[config.mk]
export PLATFORM = sky130hd
export DESIGN_NAME = lsu_cache_initiator
export DESIGN_NICKNAME = d
export VERILOG_FILES = /design/src/rtl/lsu_pkg.sv /design/src/rtl/lsu_align_check.sv /design/src/rtl/lsu_cache_initiator.sv
export SDC_FILE = /design/constraint.sdc
export NUM_CORES = 1
export LEC_CHECK = 0
export BUFFER_PORTS_ARGS = -buffer_cell sky130_fd_sc_hd__buf_2
export CORE_MARGIN = 1
export CORE_UTILIZATION = 47
export CTS_CLUSTER_DIAMETER = 150
export DETAILED_ROUTE_END_ITERATION = 7
export PLACE_DENSITY = 0.8
export SETUP_SLACK_MARGIN = 0.5
export SLEW_MARGIN = 15
export SYNTH_ARGS = -nofsm -noshare
export SYNTH_HDL_FRONTEND = slang
export SYNTH_SLANG_ARGS = --single-unit
[constraint.sdc]
create_clock -name clk -period 2.2 [get_ports clk]
set_input_delay 0.55 -clock clk [delete_from_list [all_inputs] [get_ports clk]]
set_output_delay 0.55 -clock clk [all_outputs]
set_load 0.02 [all_outputs]
[src/rtl/lsu_pkg.sv]
// lsu_pkg: size codes, sign_mask constants and FSM states shared by the LSU cache initiator.
package lsu_pkg;
  localparam logic [1:0] SZ_BYTE = 2'd0;
  localparam logic [1:0] SZ_HALF = 2'd1;
  localparam logic [1:0] SZ_WORD = 2'd2;
  localparam logic [3:0] SM_BYTE = 4'b0001;
  localparam logic [3:0] SM_HALF = 4'b0011;
  localparam logic [3:0] SM_WORD = 4'b0111;
  localparam int SM_SIGNED_BIT = 3;
  typedef enum logic [1:0] {S_IDLE, S_ISSUE, S_WAIT, S_DONE} state_e;
endpackage

[src/rtl/lsu_align_check.sv]
// lsu_align_check: flags misaligned/illegal requests and builds the cache sign_mask.
module lsu_align_check
  import lsu_pkg::*;
(
  input  logic [1:0] size_i,
  input  logic [1:0] addr_lo_i,
  input  logic       write_i,
  input  logic       unsigned_i,
  output logic       bad_o,
  output logic [3:0] sign_mask_o
);
  logic sub_word;
  assign sub_word = (size_i == SZ_BYTE) | (size_i == SZ_HALF);
  assign bad_o = (size_i == SZ_HALF & addr_lo_i[0]) | (size_i == SZ_WORD & addr_lo_i != 2'b00) | (size_i == 2'd3);
  always_comb begin
    sign_mask_o = size_i == SZ_BYTE ? SM_BYTE : size_i == SZ_HALF ? SM_HALF : SM_WORD;
    sign_mask_o[SM_SIGNED_BIT] = ~write_i & ~unsigned_i & sub_word;
  end
endmodule

[src/rtl/lsu_cache_initiator.sv]
// lsu_cache_initiator: one-at-a-time load/store initiator towards the data cache,
// with misalignment rejection and stall timeout.
module lsu_cache_initiator
  import lsu_pkg::*;
#(
  parameter int unsigned STALL_SETTLE   = 1,
  parameter int unsigned TIMEOUT_CYCLES = 64
) (
  input  logic        clk,
  input  logic        reset_n,
  input  logic        req_valid,
  output logic        req_ready,
  input  logic        req_write,
  input  logic [1:0]  req_size,
  input  logic        req_unsigned,
  input  logic [31:0] req_addr,
  input  logic [31:0] req_wdata,
  output logic        rsp_valid,
  output logic [31:0] rsp_data,
  output logic        rsp_err,
  output logic [31:0] addr,
  output logic [31:0] write_data,
  output logic        memwrite,
  output logic        memread,
  output logic [3:0]  sign_mask,
  input  logic [31:0] read_data,
  input  logic        clk_stall
);
  localparam int unsigned LAST = STALL_SETTLE + TIMEOUT_CYCLES - 1;
  localparam int CW = $clog2(LAST + 2);
  state_e state_q, state_d;
  logic [CW-1:0] cnt_q, cnt_d;
  logic [31:0] addr_q, addr_d, wdata_q, wdata_d, rsp_data_q, rsp_data_d;
  logic [3:0] sm_q, sm_d, sm;
  logic write_q, write_d, err_q, err_d, bad;
  lsu_align_check u_align (
    .size_i     (req_size),
    .addr_lo_i  (req_addr[1:0]),
    .write_i    (req_write),
    .unsigned_i (req_unsigned),
    .bad_o      (bad),
    .sign_mask_o(sm)
  );
  assign req_ready  = state_q == S_IDLE;
  assign rsp_valid  = state_q == S_DONE;
  assign memwrite   = state_q == S_ISSUE & write_q;
  assign memread    = state_q == S_ISSUE & ~write_q;
  assign addr       = addr_q;
  assign write_data = wdata_q;
  assign sign_mask  = sm_q;
  assign rsp_data   = rsp_data_q;
  assign rsp_err    = err_q;
  always_ff @(posedge clk or negedge reset_n) begin
    if (!reset_n) begin
      state_q    <= S_IDLE;
      cnt_q      <= '0;
      addr_q     <= '0;
      wdata_q    <= '0;
      sm_q       <= '0;
      write_q    <= 1'b0;
      rsp_data_q <= '0;
      err_q      <= 1'b0;
    end else begin
      state_q    <= state_d;
      cnt_q      <= cnt_d;
      addr_q     <= addr_d;
      wdata_q    <= wdata_d;
      sm_q       <= sm_d;
      write_q    <= write_d;
      rsp_data_q <= rsp_data_d;
      err_q      <= err_d;
    end
  end
  always_comb begin
    state_d    = state_q;
    cnt_d      = cnt_q;
    addr_d     = addr_q;
    wdata_d    = wdata_q;
    sm_d       = sm_q;
    write_d    = write_q;
    rsp_data_d = rsp_data_q;
    err_d      = err_q;
    case (state_q)
      S_IDLE: if (req_valid) begin
        // rejected requests leave the cache-side outputs untouched
        state_d    = bad ? S_DONE : S_ISSUE;
        err_d      = bad;
        rsp_data_d = '0;
        write_d    = req_write;
        if (!bad) begin
          addr_d  = req_addr;
          wdata_d = req_wdata;
          sm_d    = sm;
        end
      end
      S_ISSUE: begin
        state_d = S_WAIT;
        cnt_d   = '0;
      end
      S_WAIT: begin
        cnt_d = cnt_q + 1'b1;
        if (!(cnt_q < CW'(STALL_SETTLE))) begin
          if (!clk_stall) begin
            state_d    = S_DONE;
            rsp_data_d = write_q ? '0 : read_data;
          end else if (cnt_q == CW'(LAST)) begin
            state_d = S_DONE;
            err_d   = 1'b1;
          end
        end
      end
      default: state_d = S_IDLE;
    endcase
  end
endmodule

==> results of run 1 <==
[stage by stage]
stage,setup WS (ns),hold slack [ns],power [W]
6_report,0.223,0.0758,0.00926
5_1_grt,0.141,0.0777,0.00977
3_3_place_gp,0.260,0.446,0.00715
3_5_place_dp,0.154,0.461,0.00731
2_1_floorplan,0.342,0.254,0.00615
4_1_cts,0.221,0.0682,0.00897
[power by group]
| group | total, W | switching [W] | internal [W] |
|---|---|---|---|
| combinational | 0.00484 | 0.00258 | 0.00227 |
| clock | 0.00120 | 0.000732 | 0.000470 |
| sequential | 0.00322 | 0.000405 | 0.00281 |
[cells by family after synthesis]
group / after synthesis / synth area share
and+or+nand+nor: 63 / 0.0590
DFF: 111 / 0.595
adders and majority gates: 6 / 0.0161
xor gates and xnor gates: 2 / 0.00375
buffers and inverters: 54 / 0.0598
AOI/OAI and AO/OA: 20 / 0.0322
muxes: 101 / 0.234
[worst max-delay path: stages (launching register included)]
cell       delay (ns)
dfrtp_1          0.41
inv_2            0.08
ha_4             0.13
or4b_4           0.45
o22a_4           0.21
o211ai_4         0.19
clkbuf_16        0.25
mux2i_1          0.18
[routing by layer]
metal / wire (um) / part of all wire
met4: 97 / 0.0080
met2: 6200 / 0.51
met5: 0 / 0
met1: 5270 / 0.43
met3: 577 / 0.048
[final cells by class]
| class | instances | area share |
|---|---|---|
| clock buffers | 10 | 0.0210 |
| clock inverters | 6 | 0.00934 |
| inverters | 38 | 0.0217 |
| multi-input cells | 194 | 0.275 |
| flip-flops and latches | 111 | 0.423 |
| well taps | 133 | 0.0254 |
| repair buffers | 238 | 0.225 |
[registers in the layout (all words and copies together) (netlist names)]
| name | count |
|---|---|
| write_data | 32 |
| state_q | 2 |
| write_q | 1 |
| sign_mask | 4 |
| rsp_err | 1 |
| addr | 32 |
| cnt_q | 7 |
| rsp_data | 32 |
[synthesized netlist by cell type, types with 6 or more instances]
master | instances | area, sq um
buf_2 | 8 | 40.0
dfrtp_1 | 111 | 2780
ha_1 | 6 | 75.1
inv_1 | 38 | 143
mux2_2 | 66 | 743
mux2i_1 | 35 | 350
nand2_1 | 41 | 154
nor2_1 | 7 | 26.3
o21ai_0 | 8 | 40.0
[worst max path at each step]
stage	from	depth (start not counted)	end
after floorplan	state_q[0]	7	rsp_data[0]
after global placement	state_q[0]	7	rsp_data[12]
after detailed placement	state_q[0]	7	rsp_data[22]
after CTS	state_q[0]	7	rsp_data[15]
after global routing	state_q[0]	7	rsp_data[9]
final	state_q[0]	7	rsp_data[10]
[what timing repair did]
item                       in CTS  in global routing
setup endpoints to repair     106                108
gates cloned                    5                 12
pin swaps                       1                  1
gates resized for setup        16                 39
setup buffers                   4                  2
==> flow_summary_export.csv, run 1 <==
group,metric,value,unit
pwr,p_leak,3.50,nW
layout,final_nets,702,
timing,hold_viol_final,0,
clocking,path_clk_slew,0.10,ns
clocking,cts_tree,"built",
timing,tns,0,ns
synth,ys_types,31,
synth,ys_async_sr_fraction,1.00,
layout,mostFrequentLayoutCells,"203 x buf_2, 111 x dfrtp_1, 46 x mux2_2",
timing,period_needed,1.98,ns
timing,relSlewSlack,0.669,
floorplan,dieArea,10300,sq um
detailed_routing,wl_per_cell,16.6,um
layout,multi_input_area,1800,sq um
clocking,cts_buffer_depth,2,
global_route,top_usage_layer,"met2",
layout,fin_util,0.678,
setup_path,r2r_setup_slack,0.22,ns
global_route,grt_start_max_net_pins,42,
layout,syn_to_final_growth,40.6,%
setup_path,crit_type,"flip-flop to flip-flop",
detailed_routing,drc,0,
detailed_routing,viasPerCell,4.83,
timing,setup_viol,0,
synth,synthesis.nets,467,
global_route,antenna_found_initial,0,
setup_path,reg2reg_depth,7,
clocking,holdBufCountCts,0,
timing,finalMaxSlewViolations,0,
global_route,grtUsageMet3,0.0386,
run,drv_cap,0,
timing,skew,0.0180,ns
layout,antenna_cells,0,
setup_path,timing.rr.end,"rsp_data[10]",
floorplan,pin_count,209,
placement,port_buffers,208,
detailed_routing,routed_wl,12.1,mm
global_route,grt_pass1_wl,17.0,mm
clocking,clk-insertion-delay-late,0.37,ns
synth,ys_seq_area_frac,0.595,
layout,drive_gt1_frac,0.564,
placement,gp_congestion,0.791,
layout,seqCellArea,2780,sq um
synth,syn_area,4670,sq um
floorplan,core,9680,sq um
setup_path,path_max_fanout,6,
placement,placedInstanceArea,5870,sq um
synth,synthFlopType,"dfrtp_1",
timing,worstMarginPinSlew,0.496,ns
synth,syn_inst,357,
floorplan,start_util,0.482,
global_route,grt_use_total,0.215,
pwr,ir_drop,0.731,mV
synth,synth_edf_count,0,
layout,final_area,6560,sq um
detailed_routing,vias,3529,
floorplan,rows,36,
clocking,cts_inserted_buffers,9,
floorplan,die_x,102,um
setup_path,cp.required,2.48,ns
synth,avgSynthCellArea,13.1,sq um
floorplan,die_h,102,um
clocking,cts.sinks,111,
setup_path,worstPathArrival,2.26,ns
pwr,power_density,1410,nW/um^2
min_path,hp-class,"primary input to asynchronous set/reset pin",
synth,ys_ff_latch,111,
timing,clock.fmax,0.506,GHz
detailed_routing,first_pass_iters,4,
detailed_routing,first_iter_violations,79,
global_route,first_global_vias,3495,
placement,dpl.cell_count,691,
outcome,status,"finished, final reports clean",
timing,fin_crit_sh,0.899,
layout,fillerInstances,714,
synth,yosysWarnings,0,
layout,layout_commonest_cell,"buf_2",
placement,dpl.hpwl,7.87,mm
timing,rsz0062_at_grt,"true",
global_route,met1_usage,0.271,
global_route,grtUsageMet2,0.380,
setup_path,end_kind,"flip-flop",
setup_path,cp-start-kind,"flip-flop",
detailed_routing,ant_nets,0,
clocking,clock-root-buffer,"clkbuf_8",
setup_path,worstReg2RegStart,"state_q[0]",
clocking,htreeDepth,3,
global_route,grt_overflow,0,
layout,fin_cells,730,
No activity file was read; power rests on OpenSTA's default activity.
==> inputs of run 2 (changes only) <==
Settings changed: CTS_BUF_LIST set to sky130_fd_sc_hd__clkbuf_4 sky130_fd_sc_hd__clkbuf_8 sky130_fd_sc_hd__clkbuf_16, PLACE_DENSITY 0.8 to 0.82.
==> run 2 against run 1 <==
Compared with the run above: clock-buffer cell count did not move; wire length fell by 0.43%; sequential power barely moved; setup slack got worse by 0.037 ns; sequential share of layout area fell by 1.3 points; first-iteration DRC count fell by 2.5%; die area did not move; critical endpoint is now rsp_data[13].
==> flow_summary_export.csv, run 2 (synthesis results as in run 1) <==
group,metric,value,unit
detailed_routing,met2_length,6.23,mm
layout,fillerInstances,658,
timing,tns,0,ns
detailed_routing,first_pass_iters,4,
global_route,grt_use_total,0.210,
clocking,htreeDepth,3,
detailed_routing,viasPerCell,4.97,
floorplan,dieArea,10300,sq um
clocking,cts_inserted_buffers,9,
floorplan,start_util,0.482,
pwr,ir_drop,0.923,mV
floorplan,core,9680,sq um
setup_path,cp-start-kind,"flip-flop",
clocking,cts_tree,"built",
outcome,status,"finished, final reports clean",
timing,finalMaxSlewViolations,0,
clocking,cts_buffer_depth,2,
detailed_routing,ant_nets,0,
detailed_routing,vias,3676,
placement,dpl.hpwl,7.43,mm
detailed_routing,wl_per_cell,16.4,um
global_route,grt_start_max_net_pins,112,
placement,port_buffers,208,
timing,rsz0062_at_grt,"true",
clocking,path_clk_slew,0.11,ns
timing,clock.fmax,0.496,GHz
timing,skew,0.00755,ns
layout,mostFrequentLayoutCells,"203 x buf_2, 110 x dfrtp_1, 51 x mux2_2",
timing,fin_crit_sh,0.916,
layout,seqCellArea,2780,sq um
pwr,switching_share,0.387,
run,drv_cap,0,
global_route,first_global_vias,3554,
clocking,cts.sinks,111,
setup_path,cp.required,2.49,ns
detailed_routing,top_layer_used,"met4",
setup_path,reg2reg_depth,8,
layout,drive_gt1_frac,0.574,
global_route,antenna_found_initial,0,
layout,layout_commonest_cell,"buf_2",
global_route,grt_pass1_wl,16.6,mm
placement,dpl.cell_count,690,
detailed_routing,first_iter_violations,77,
timing,hold_viol_final,0,
pwr,p_comb_frac,0.536,
setup_path,path_max_fanout,5,
timing,period_needed,2.01,ns
pwr,power_density,1440,nW/um^2
pwr,power_frac_seq,0.331,
floorplan,pin_count,209,
setup_path,worstPathArrival,2.30,ns
floorplan,rows,36,
setup_path,end_kind,"flip-flop",
timing,setup_viol,0,
detailed_routing,met1_length,4.95,mm
floorplan,die_h,102,um
global_route,grt_overflow,0,
floorplan,die_x,102,um
layout,fin_cells,739,
pwr,p_int,0.00597,W
clocking,holdBufCountCts,0,
detailed_routing,drc,0,
timing,worstMarginPinSlew,0.587,ns
layout,multi_input_area,1760,sq um
pwr,pwr-share-clk,0.133,
clocking,clock-root-buffer,"clkbuf_8",
detailed_routing,route.met3.wl,659,um
layout,antenna_cells,0,
layout,syn_to_final_growth,45.0,%
pwr,netSwitchingPower,0.00378,W
setup_path,crit_type,"flip-flop to flip-flop",
timing,relSlewSlack,0.609,
detailed_routing,routed_wl,12.1,mm
min_path,hp-class,"primary input to asynchronous set/reset pin",
pwr,p_leak,3.60,nW
layout,fin_util,0.699,
placement,gp_congestion,0.818,
clocking,clk-insertion-delay-late,0.37,ns
layout,final_nets,711,
-- run 2: cell types whose count changed in the layout (fill, tap and decap cells not counted), moves of 3 or more --
cell,before,now
inv_6,1,4
buf_6,12,15
buf_16,0,4
mux2_2,46,51
mux2_4,20,15
-- run 2: area by class of cell --
type                            count  area share
Sequential cell                   111       0.410
Multi-Input combinational cell    192       0.260
Timing Repair Buffer              249       0.252
Tap cell                          133      0.0246
Inverter                           38      0.0214
Clock buffer                       10      0.0203
Clock inverter                      6      0.0107
-- run 2: metal layers --
metal | track usage | vias to the layer above
met5 | 0 | -
met4 | 0.0925 | 0
met3 | 0.0483 | 25
met2 | 0.367 | 145
met1 | 0.245 | 1827
li1 | - | 1679
-- run 2: path summary, 6_finish.rpt --
path                            slack (ns)            end    startpoint
worst max-delay path                  0.19   rsp_data[13]    state_q[0]
worst min-delay path                  0.24  write_data[2]       reset_n
worst max register to register        0.19   rsp_data[13]    state_q[0]
worst min register to register        0.48   sign_mask[0]  sign_mask[0]
max in group asynchronous             1.50     state_q[1]       reset_n
min in group clk                      0.40   sign_mask[3]  req_unsigned
-- run 2: critical path, cell delays in order, from the launching register on --
cell and delay [ns]:
dfrtp_1 0.40, inv_2 0.09, ha_4 0.13, or4b_4 0.45
o22a_4 0.21, o211ai_4 0.14, buf_6 0.18, clkbuf_16 0.14
mux2i_1 0.18
-- run 2: repair_timing --
action,4_1_cts,5_1_grt
cloned,4,10
resized for setup,20,34
pin swaps,0,2
buffers inserted,13,6
endpoints found under the setup margin,105,110
-- run 2: metrics by stage --
stage,hold WS (ns),setup slack [ns],total power [W],cell area (sq um)
2_1_floorplan,0.254,0.342,0.00615,4700
3_3_place_gp,0.445,0.253,0.00716,5870
3_5_place_dp,0.455,0.167,0.00734,5870
4_1_cts,0.263,0.201,0.00923,6360
5_1_grt,0.280,0.132,0.0103,6770
6_report,0.237,0.186,0.00975,6770
-- run 2: power by group through the flow --
stage                     Combinational [W]  Sequential [W]  Clock, W
after floorplan                     0.00203         0.00412         0
after global placement              0.00397         0.00319         0
after detailed placement            0.00409         0.00324         0
after CTS                           0.00470         0.00320   0.00132
after global routing                0.00554         0.00332   0.00140
final                               0.00523         0.00323   0.00129
